File: src/rtl/clock_enable_pkg.sv
// Shared constants for the clock-enable generator family: default counter
// width, standard divisors for the slow-rate consumers, and a channel-index width helper.
package clock_enable_pkg;

  localparam int          DEF_CNT_W = 24;
  localparam logic [23:0] SW_DIV    = 24'd1048576;  // keypad/switch scan rate
  localparam logic [23:0] FND_DIV   = 24'd65536;    // FND multiplex rate

  // Minimum cfg_ch width that can address n_ch channels (never narrower than 1 bit).
  function automatic int ch_width(input int n_ch);
    return (n_ch > 1) ? $clog2(n_ch) : 1;
  endfunction

endpackage

File: src/rtl/clock_enable_chan.sv
// One programmable clock-enable channel: period counter, staged divisor with
// busy flag, registered tick pulse and 50%-duty square output.
module clock_enable_chan
  import clock_enable_pkg::*;
#(
  parameter int               CNT_W   = DEF_CNT_W,
  parameter logic [CNT_W-1:0] DEF_DIV = CNT_W'(SW_DIV)
) (
  input  logic             clock_50m,
  input  logic             rst,
  input  logic             sync_clr,
  input  logic             cfg_we,
  input  logic [CNT_W-1:0] cfg_div,
  output logic             tick,
  output logic             sq,
  output logic             busy
);

  logic [CNT_W-1:0] count_q, count_d;
  logic [CNT_W-1:0] div_q, div_d;
  logic [CNT_W-1:0] staged_q, staged_d;
  logic             busy_q, busy_d;
  logic             tick_q, tick_d;
  logic             sq_q, sq_d;
  logic             disabled;
  logic             wrap;

  // Divisor 0 is tested first so div_q - 1 never underflows into a live compare.
  assign disabled = (div_q == '0);
  assign wrap     = !disabled && (count_q == (div_q - CNT_W'(1)));

  always_comb begin
    count_d  = count_q;
    div_d    = div_q;
    staged_d = staged_q;
    busy_d   = busy_q;
    tick_d   = 1'b0;
    sq_d     = sq_q;

    if (sync_clr) begin
      count_d = '0;
      sq_d    = 1'b0;
      if (busy_q) begin
        div_d  = staged_q;
        busy_d = 1'b0;
      end
    end else if (disabled) begin
      count_d = '0;
      sq_d    = 1'b0;
      if (busy_q) begin
        div_d  = staged_q;
        busy_d = 1'b0;
      end
    end else if (wrap) begin
      // The closing tick of the old period is always emitted; a switch to
      // divisor 0 parks sq low instead of toggling it.
      count_d = '0;
      tick_d  = 1'b1;
      sq_d    = (busy_q && (staged_q == '0)) ? 1'b0 : ~sq_q;
      if (busy_q) begin
        div_d  = staged_q;
        busy_d = 1'b0;
      end
    end else begin
      count_d = count_q + CNT_W'(1);
    end

    // A write only lands while idle, so it can never be applied on its own edge.
    if (cfg_we && !busy_q) begin
      staged_d = cfg_div;
      busy_d   = 1'b1;
    end
  end

  always_ff @(posedge clock_50m or negedge rst) begin
    if (!rst) begin
      count_q  <= '0;
      div_q    <= DEF_DIV;
      staged_q <= '0;
      busy_q   <= 1'b0;
      tick_q   <= 1'b0;
      sq_q     <= 1'b0;
    end else begin
      count_q  <= count_d;
      div_q    <= div_d;
      staged_q <= staged_d;
      busy_q   <= busy_d;
      tick_q   <= tick_d;
      sq_q     <= sq_d;
    end
  end

  assign tick = tick_q;
  assign sq   = sq_q;
  assign busy = busy_q;

endmodule

File: src/rtl/clock_enable_gen.sv
// N_CH-channel programmable clock-enable generator: decodes the cfg handshake
// to one channel and muxes cfg_ready from that channel's busy flag.
module clock_enable_gen
  import clock_enable_pkg::*;
#(
  parameter int               N_CH    = 2,
  parameter int               CNT_W   = DEF_CNT_W,
  parameter logic [CNT_W-1:0] DEF_DIV = CNT_W'(SW_DIV),
  parameter int               CH_W    = 3
) (
  input  logic             clock_50m,
  input  logic             rst,
  input  logic             sync_clr,
  input  logic             cfg_valid,
  output logic             cfg_ready,
  input  logic [CH_W-1:0]  cfg_ch,
  input  logic [CNT_W-1:0] cfg_div,
  output logic [N_CH-1:0]  tick,
  output logic [N_CH-1:0]  sq,
  output logic [N_CH-1:0]  busy
);

  localparam int N_IDX = 1 << CH_W;

  logic [N_IDX-1:0] busy_ext;
  logic             cfg_accept;

  // Unused channel indices read as idle, so out-of-range writes are accepted and dropped.
  always_comb begin
    busy_ext           = '0;
    busy_ext[N_CH-1:0] = busy;
  end

  assign cfg_ready  = ~busy_ext[cfg_ch];
  assign cfg_accept = cfg_valid & cfg_ready;

  generate
    for (genvar gi = 0; gi < N_CH; gi++) begin : g_ch
      logic ch_we;
      assign ch_we = cfg_accept && (cfg_ch == CH_W'(gi));

      clock_enable_chan #(
        .CNT_W   (CNT_W),
        .DEF_DIV (DEF_DIV)
      ) u_chan (
        .clock_50m (clock_50m),
        .rst       (rst),
        .sync_clr  (sync_clr),
        .cfg_we    (ch_we),
        .cfg_div   (cfg_div),
        .tick      (tick[gi]),
        .sq        (sq[gi]),
        .busy      (busy[gi])
      );
    end
  endgenerate

endmodule

File: config.mk
export PLATFORM = sky130hd
export DESIGN_NAME = clock_enable_gen
export DESIGN_NICKNAME = d
export VERILOG_FILES = /design/src/rtl/clock_enable_pkg.sv /design/src/rtl/clock_enable_chan.sv /design/src/rtl/clock_enable_gen.sv
export SDC_FILE = /design/constraint.sdc
export NUM_CORES = 1
export LEC_CHECK = 0
export ABC_AREA = 1
export CAP_MARGIN = 20
export CORE_MARGIN = 10
export CORE_UTILIZATION = 25
export CTS_BUF_LIST = sky130_fd_sc_hd__clkbuf_8
export DETAILED_ROUTE_END_ITERATION = 8
export HOLD_SLACK_MARGIN = 0.08
export SYNTH_ARGS = -nofsm -noshare
export SYNTH_HDL_FRONTEND = slang
export SYNTH_HIERARCHICAL = 1
export SYNTH_SLANG_ARGS = --single-unit
File: constraint.sdc
create_clock -name clock_50m -period 3 [get_ports clock_50m]
set_input_delay 0.3 -clock clock_50m [delete_from_list [all_inputs] [get_ports clock_50m]]
set_output_delay 0.3 -clock clock_50m [all_outputs]
set_load 0.005 [all_outputs]
==> results of run 1 <==
flip-flops by register name (all words and copies together), names as in the netlist:
register / cells
g_ch.u_chan/count_q: 48
g_ch.u_chan/busy: 2
g_ch.u_chan/sq: 2
g_ch.u_chan/div_q: 48
g_ch.u_chan/tick: 2
g_ch.u_chan/staged_q: 48
cells by family after synthesis:
kind of cell / synth area share
mux: 0.04597
compound gates: 0.02086
fa+ha+maj: 0.008513
simple gates: 0.3588
buf+inv: 0.07534
xor+xnor: 0.06456
flops: 0.4259
placed cells by master, fill, tap and decap left out, types with 4 or more instances in the layout:
cell type        instances
nand2_1                320
nor2_1                 172
dfrtp_1                148
inv_1                  127
nand3_1                111
xor2_1                  42
mux2_2                  36
clkdlybuf4s50_1         36
nand4_1                 32
nor3_1                  23
xnor2_1                 23
a21oi_1                 21
clkbuf_8                18
nor4_1                  18
buf_4                   12
nor2_2                   9
nand3b_1                 9
o21ai_0                  9
ha_1                     6
nor2_4                   5
clkinv_2                 4
final cells by class:
cell class                 instances  share of cell area
sequential                       150              0.3710
tap                              455             0.05624
timing repair buffer              52             0.05055
clock inverter                    14             0.01347
inverter                         125             0.04635
multi-input combinational        862              0.4379
clock buffer                      18             0.02447
per-layer routing:
| metal | up-vias | routed length [µm] | track usage | part of all wire |
|---|---|---|---|---|
| li1 | 3811 | - | - | - |
| met1 | 3527 | 11440 | 0.1499 | 0.50 |
| met2 | 175 | 9939 | 0.1628 | 0.43 |
| met3 | 27 | 1179 | 0.02211 | 0.052 |
| met4 | 2 | 291 | 0.03163 | 0.013 |
| met5 | - | 13 | 0 | 0.00057 |
repair_timing:
item	in CTS	in global routing
resized for setup	0	7
hold endpoints to repair	65	0
endpoints found under the setup margin	0	64
hold buffers	1	0
through the flow:
stage	power, mW	hold WS (ns)	util	setup slack (ns)
floorplan	5.529	0.004409	-	0.8736
global placement	6.382	0.3419	0.2793	0.04114
detailed placement	6.424	0.3413	0.2793	0.03558
CTS	8.003	0.4250	0.2906	0.008567
global route	8.707	0.4766	0.2916	0.002854
finish	7.970	0.3973	0.2916	0.2784
synthesized netlist by cell type (3+ instances only):
cell type  number
nor3_1         23
and2_0          3
or2_2           3
nor2_2         11
nand3b_1        9
nand4_1        32
inv_1         125
and2_1          3
buf_2           8
o21ai_0        10
xor2_1         42
nand2_4         4
buf_4           8
nor2_1        173
nor4_1         18
dfrtp_1       148
nand3_1       111
xnor2_1        23
clkbuf_1       12
a21oi_1        21
nand2_1       320
ha_1            6
mux2_2         36
buf_6           4
critical path, cell delays in order (launching register included):
cell and delay, ns:
dfrtp_1 0.42, inv_1 0.12, ha_1 0.26, nand2_1 0.15, nor2_4 0.19, or2_2 0.14
nand3_1 0.07, nor2_1 0.20, nand3_1 0.09, nor2_1 0.18, nand4_2 0.21, nand2_8 0.22
nand2_4 0.19, nand2_1 0.11, nand2_1 0.05
how the worst max path moves through the flow:
stage	from	end	slack, ns	cells after the start
floorplan	g_ch[0].u_chan/div_q[0]	g_ch[0].u_chan/div_q[8]	0.87	15
global placement	g_ch[0].u_chan/div_q[0]	g_ch[0].u_chan/div_q[7]	0.04	14
detailed placement	g_ch[0].u_chan/div_q[0]	g_ch[0].u_chan/div_q[3]	0.04	14
CTS	g_ch[0].u_chan/div_q[0]	g_ch[0].u_chan/div_q[17]	0.009	14
global route	g_ch[1].u_chan/div_q[0]	g_ch[1].u_chan/sq	0.003	17
finish	g_ch[0].u_chan/div_q[0]	g_ch[0].u_chan/div_q[22]	0.28	14
power breakdown:
group          total [mW]  internal, mW  switching [mW]  leakage (nW)
Sequential           3.41          2.67           0.735          1.90
Clock                1.55         0.753           0.800         0.197
Combinational        3.01          1.17            1.84          2.63
Total                7.97          4.60            3.37          4.73
==> results.cfg, run 1 <==
[clocking]
clk_latency_ns = 0.46
cts.path.max_buffers = 2
cts_tree = done
cts_setup_buffers = 0
clk_pin_slew_ns = 0.08
cts-root-buf = clkbuf_8
cts_sinks = 150
cts_buffers = 17
htree_levels = 4

[die]
rows = 68
die_h_um = 207.8
ioPinCount = 38
die_x_um = 207.8
dieArea_mm2 = 0.04319
initial_core_util = 0.2540
core_mm2 = 0.03471

[timing]
worstMarginPinSlew_ns = 0.6873
fin_crit_sh = 0.9072
rsz0062_at_grt = no
clock.fmax_ghz = 0.3674
drv_slew = 0
post-route-min-period_ns = 2.722
setup_viol = 0
fin_worst_skew_ns = 0.01475
max_slew_margin = 0.5376
hold_viol = 0
final.setup.tns_ns = 0

[logic_synthesis]
ys_seq_area_frac = 0.4259
synth_nets = 1207
synth_top_area_frac = 0.4200
synth_edf_count = 0
synth_cells = 1170
synth.avg_cell_area_um2 = 7.537
ys.flop_type = dfrtp_1
ys_warn_count = 6
netlist_area_mm2 = 0.008818
synth-seq-cells = 150
synth_cell_types = 35
synthTopCellsByArea = dfrtp_1, nand2_1, nor2_1, nand3_1, inv_1
synth_top_area_cell = dfrtp_1
async_flop_share = 1.000

[placed_design]
portBuffers = 37
dpl.hpwl_um = 17800
placed_area_mm2 = 0.009694
placed_cells = 1643
gp_congestion = 0.9024

[critical_path]
crit_required_ns = 3.35
worst_r2r_endpoint = g_ch[0].u_chan/div_q[22]
critPathKind = flop to flop
worstPathArrival_ns = 3.07
path_max_fanout = 24
r2r_slack_ns = 0.28
cp-end-kind = flop
reg2regPathDepth = 14
critPathLaunchType = flop
r2r_start = g_ch[0].u_chan/div_q[0]

[detailed_routing]
via_count = 7542
dr.first_iter.drc_count = 482
vias_per_cell = 4.500
drc = 0
antenna_left = 0
drt-wirelength-per-cell_um = 13.64
drt_first_pass_iters = 5
drt-total-wl_um = 22860

[grt]
gr-usage-all-layers = 0.1075
antenna_found_initial = 1
grt_pass1_wl_um = 38530
grt_max_degree = 71
grt_pass1_vias = 7360
grt-ovfl-total = 0

[job]
maxCapViolations = 0

[finish]
area.growth.synth_to_final_pct = 14.80
design_area_mm2 = 0.01012
diodes = 0
regArea_mm2 = 0.003756
nNetsFinal = 1245
final_cells = 1676
multi_input_area_mm2 = 0.004433
nFillCells = 3814
drive_gt1_frac = 0.09009

[pwr]
peakVddDrop_mv = 0.5285
cellPowerDensity_mw_per_mm2 = 787.3
leakage_nw = 4.728

[worst_hold_path]
hold_class = input pin to async pin

[status]
outcome = finished, final reports clean
(Power assumes the default switching activity.)
==> run 2: changes to the inputs <==
--- a/config.mk
+++ b/config.mk
@@ -14,5 +14,4 @@
 export HOLD_SLACK_MARGIN = 0.08
 export SYNTH_ARGS = -nofsm -noshare
 export SYNTH_HDL_FRONTEND = slang
-export SYNTH_HIERARCHICAL = 1
 export SYNTH_SLANG_ARGS = --single-unit
==> constraint.sdc (replaced) <==
create_clock -name clock_50m -period 3 [get_ports clock_50m]
set_input_delay 0.45 -clock clock_50m [delete_from_list [all_inputs] [get_ports clock_50m]]
set_output_delay 0.45 -clock clock_50m [all_outputs]
set_load 0.005 [all_outputs]
==> run 2 against run 1 <==
Against the previous run:
- final cell count fell by 2.3%
- die area fell by 2.3%
- worst hold slack improved by 0.087 ns
- first-iteration DRC count fell by 7.3%
- worst setup slack improved by 0.11 ns
- critical endpoint is now g_ch[0].u_chan.div_q[11]
- sequential share of layout area rose by 0.87 points
- clock skew fell by 0.00082 ns
- fmax rose by 4.4%
- power rose by 2.9%
- largest cell class unchanged
- sequential power fell by 12%
==> results.cfg, run 2 <==
[status]
outcome = finished, final reports clean

[logic_synthesis]
synth_cell_types = 39
synth_most_common_cell = nand2_1
synth_top_area_cell = dfrtp_1
ys_seq_area_frac = 0.4368
synth.avg_cell_area_um2 = 7.496
synth_top_area_frac = 0.4307
synth_nets = 1184
synth_cells = 1147
netlist_area_mm2 = 0.008598
synth_edf_count = 0
synth-seq-cells = 150
async_flop_share = 1.000
synthTopCellsByArea = dfrtp_1, nand2_1, nor2_1, xor2_1, nand3_1
synthTopCellsByCount = nand2_1, dfrtp_1, nor2_1
ys.flop_type = dfrtp_1
ys_warn_count = 0

[detailed_routing]
dr.first_iter.drc_count = 447
via_count = 7173
drt-total-wl_um = 20830
vias_per_cell = 4.382
antenna_left = 0
drc = 0
drt_first_pass_iters = 5
drt-wirelength-per-cell_um = 12.72

[pwr]
peakVddDrop_mv = 0.4352
power.total_mw = 8.201
leakage_nw = 4.828
cellPowerDensity_mw_per_mm2 = 829.1

[grt]
grt_pass1_vias = 7033
grt-ovfl-total = 0
grt_max_degree = 77
gr-usage-all-layers = 0.1030
antenna_found_initial = 1
top_usage_layer = met2
use_met2 = 0.1625
met3_usage = 0.01525
grt_pass1_wl_um = 35580
use_met1 = 0.1391

[placed_design]
dpl.hpwl_um = 15940
placed_cells = 1603
placed_area_mm2 = 0.009355
portBuffers = 37
gp_congestion = 0.8793

[critical_path]
cp-end-kind = flop
critPathMaxStageDelay_ns = 0.42
critPathKind = flop to flop
critPathTopFamily = simple AND/OR/NAND/NOR gates
worst_r2r_endpoint = g_ch[0].u_chan.div_q[11]
worstPathArrival_ns = 3.00
reg2regPathDepth = 15
r2r_slack_ns = 0.39
slowest_stage = dfrtp_1
cp_common_cell = nand2_1
critPathLaunchType = flop
path_buf_inv = 2
crit_required_ns = 3.39
r2r_start = g_ch[0].u_chan.div_q[0]
path_max_fanout = 40
cp_cell_sequence = inv_2, ha_1, nand2_1, nor2_1, nand2_1, nand3_1, o21ai_1, nor2_1, nand2_1, nor2_1, nand4_2, nand2_4, buf_12, nand3_1, nand2_1

[die]
dieArea_mm2 = 0.04221
die_x_um = 205.5
initial_core_util = 0.2551
die_h_um = 205.5
rows = 67
ioPinCount = 38
core_mm2 = 0.03370

[finish]
multi_input_area_mm2 = 0.004153
area.growth.synth_to_final_pct = 15.03
final_cells = 1637
layout_commonest_cell = nand2_1
design_area_mm2 = 0.009891
nNetsFinal = 1212
reg_top3 = g_ch.u_chan.count_q: 48 flops, g_ch.u_chan.div_q: 48 flops, g_ch.u_chan.staged_q: 48 flops
regArea_mm2 = 0.003756
mostFrequentLayoutCells = nand2_1, dfrtp_1, nor2_1
drive_gt1_frac = 0.07492
nFillCells = 3654

[timing]
clock.fmax_ghz = 0.3835
rsz0062_at_grt = no
final.setup.tns_ns = 0
hold_viol = 0
max_slew_margin = 0.5362
worstMarginPinSlew_ns = 0.6957
fin_crit_sh = 0.8691
drv_slew = 0
post-route-min-period_ns = 2.607
setup_viol = 0
fin_worst_skew_ns = 0.01393

[worst_hold_path]
holdPathStages = 2
min_from = g_ch[1].u_chan.div_q[0]
min_to = g_ch[1].u_chan.div_q[0]
hold_class = flop to flop

[clocking]
cts_buffers = 17
cts_setup_buffers = 0
cts.path.max_buffers = 2
htree_levels = 4
clk_latency_ns = 0.46
clk_pin_slew_ns = 0.09
cts_sinks = 150
cts-root-buf = clkbuf_8
cts_tree = done

[job]
maxCapViolations = 0
-- run 2: changes by cell type in the layout (fill, tap and decap cells not counted), sizes merged, moves of 10 or more --
cell and change:
inv -13, nand3 -23, mux2 -36, nand2 +22, a21oi -12, o21ai +48, xor2 +10, nor2 -17
-- run 2: how the worst max path moves through the flow --
stage | from | to | slack [ns] | depth (start not counted)
final | g_ch[0].u_chan.div_q[0] | g_ch[0].u_chan.div_q[11] | 0.39 | 15
after CTS | g_ch[0].u_chan.div_q[0] | g_ch[0].u_chan.div_q[11] | 0.31 | 15
after global routing | g_ch[0].u_chan.div_q[0] | g_ch[0].u_chan.div_q[5] | 0.08 | 15
after detailed placement | g_ch[0].u_chan.div_q[0] | g_ch[0].u_chan.div_q[11] | 0.36 | 15
after global placement | g_ch[0].u_chan.div_q[0] | g_ch[0].u_chan.busy | 0.44 | 14
after floorplan | g_ch[0].u_chan.div_q[0] | g_ch[0].u_chan.count_q[10] | 0.89 | 16
-- run 2: kinds of logic after synthesis --
logic type | after synthesis | synth area share
AO/OA/AOI/OAI | 69 | 0.04060
AND/OR/NAND/NOR | 691 | 0.3530
adder cells (fa/ha/maj) | 6 | 0.008731
buffers and inverters | 154 | 0.08076
XOR/XNOR | 77 | 0.08003
flip-flops | 150 | 0.4368
-- run 2: layout make-up --
type / count / share of cell area
multi-input combinational: 843 / 0.4199
sequential: 150 / 0.3798
tap: 448 / 0.05667
timing repair buffer: 48 / 0.04744
inverter: 115 / 0.04364
clock inverter: 15 / 0.02872
clock buffer: 17 / 0.02366
antenna: 1 / 0.0002530
-- run 2: power by group --
group | total [mW] | switching, mW | internal, mW
Clock | 2.02 | 0.785 | 1.23
Combinational | 3.17 | 2.00 | 1.17
Sequential | 3.01 | 0.561 | 2.45
-- run 2: routing by layer --
metal | part of all wire | vias up
met5 | 0 | -
li1 | - | 3676
met3 | 0.037 | 25
met4 | 0.018 | 0
met1 | 0.48 | 3360
met2 | 0.46 | 112
-- run 2: what timing repair did --
item / CTS / global route
gates resized for setup: 0 / 1
hold buffers: 1 / 0
endpoints found under the hold margin: 73 / 0
setup endpoints to repair: 0 / 3
-- run 2: stage by stage --
| stage | hold WS [ns] | setup WS, ns | utilization |
|---|---|---|---|
| 2_1_floorplan | 0.1544 | 0.8894 | - |
| 3_3_place_gp | 0.4598 | 0.4387 | 0.2776 |
| 3_5_place_dp | 0.4642 | 0.3618 | 0.2776 |
| 4_1_cts | 0.4825 | 0.3132 | 0.2933 |
| 5_1_grt | 0.4997 | 0.08458 | 0.2935 |
| 6_report | 0.4847 | 0.3927 | 0.2935 |
-- run 2: worst min-delay path, stage by stage (launching register included) --
cell and delay [ns]:
dfrtp_1 0.34, nand2_1 0.06, nand2_1 0.05
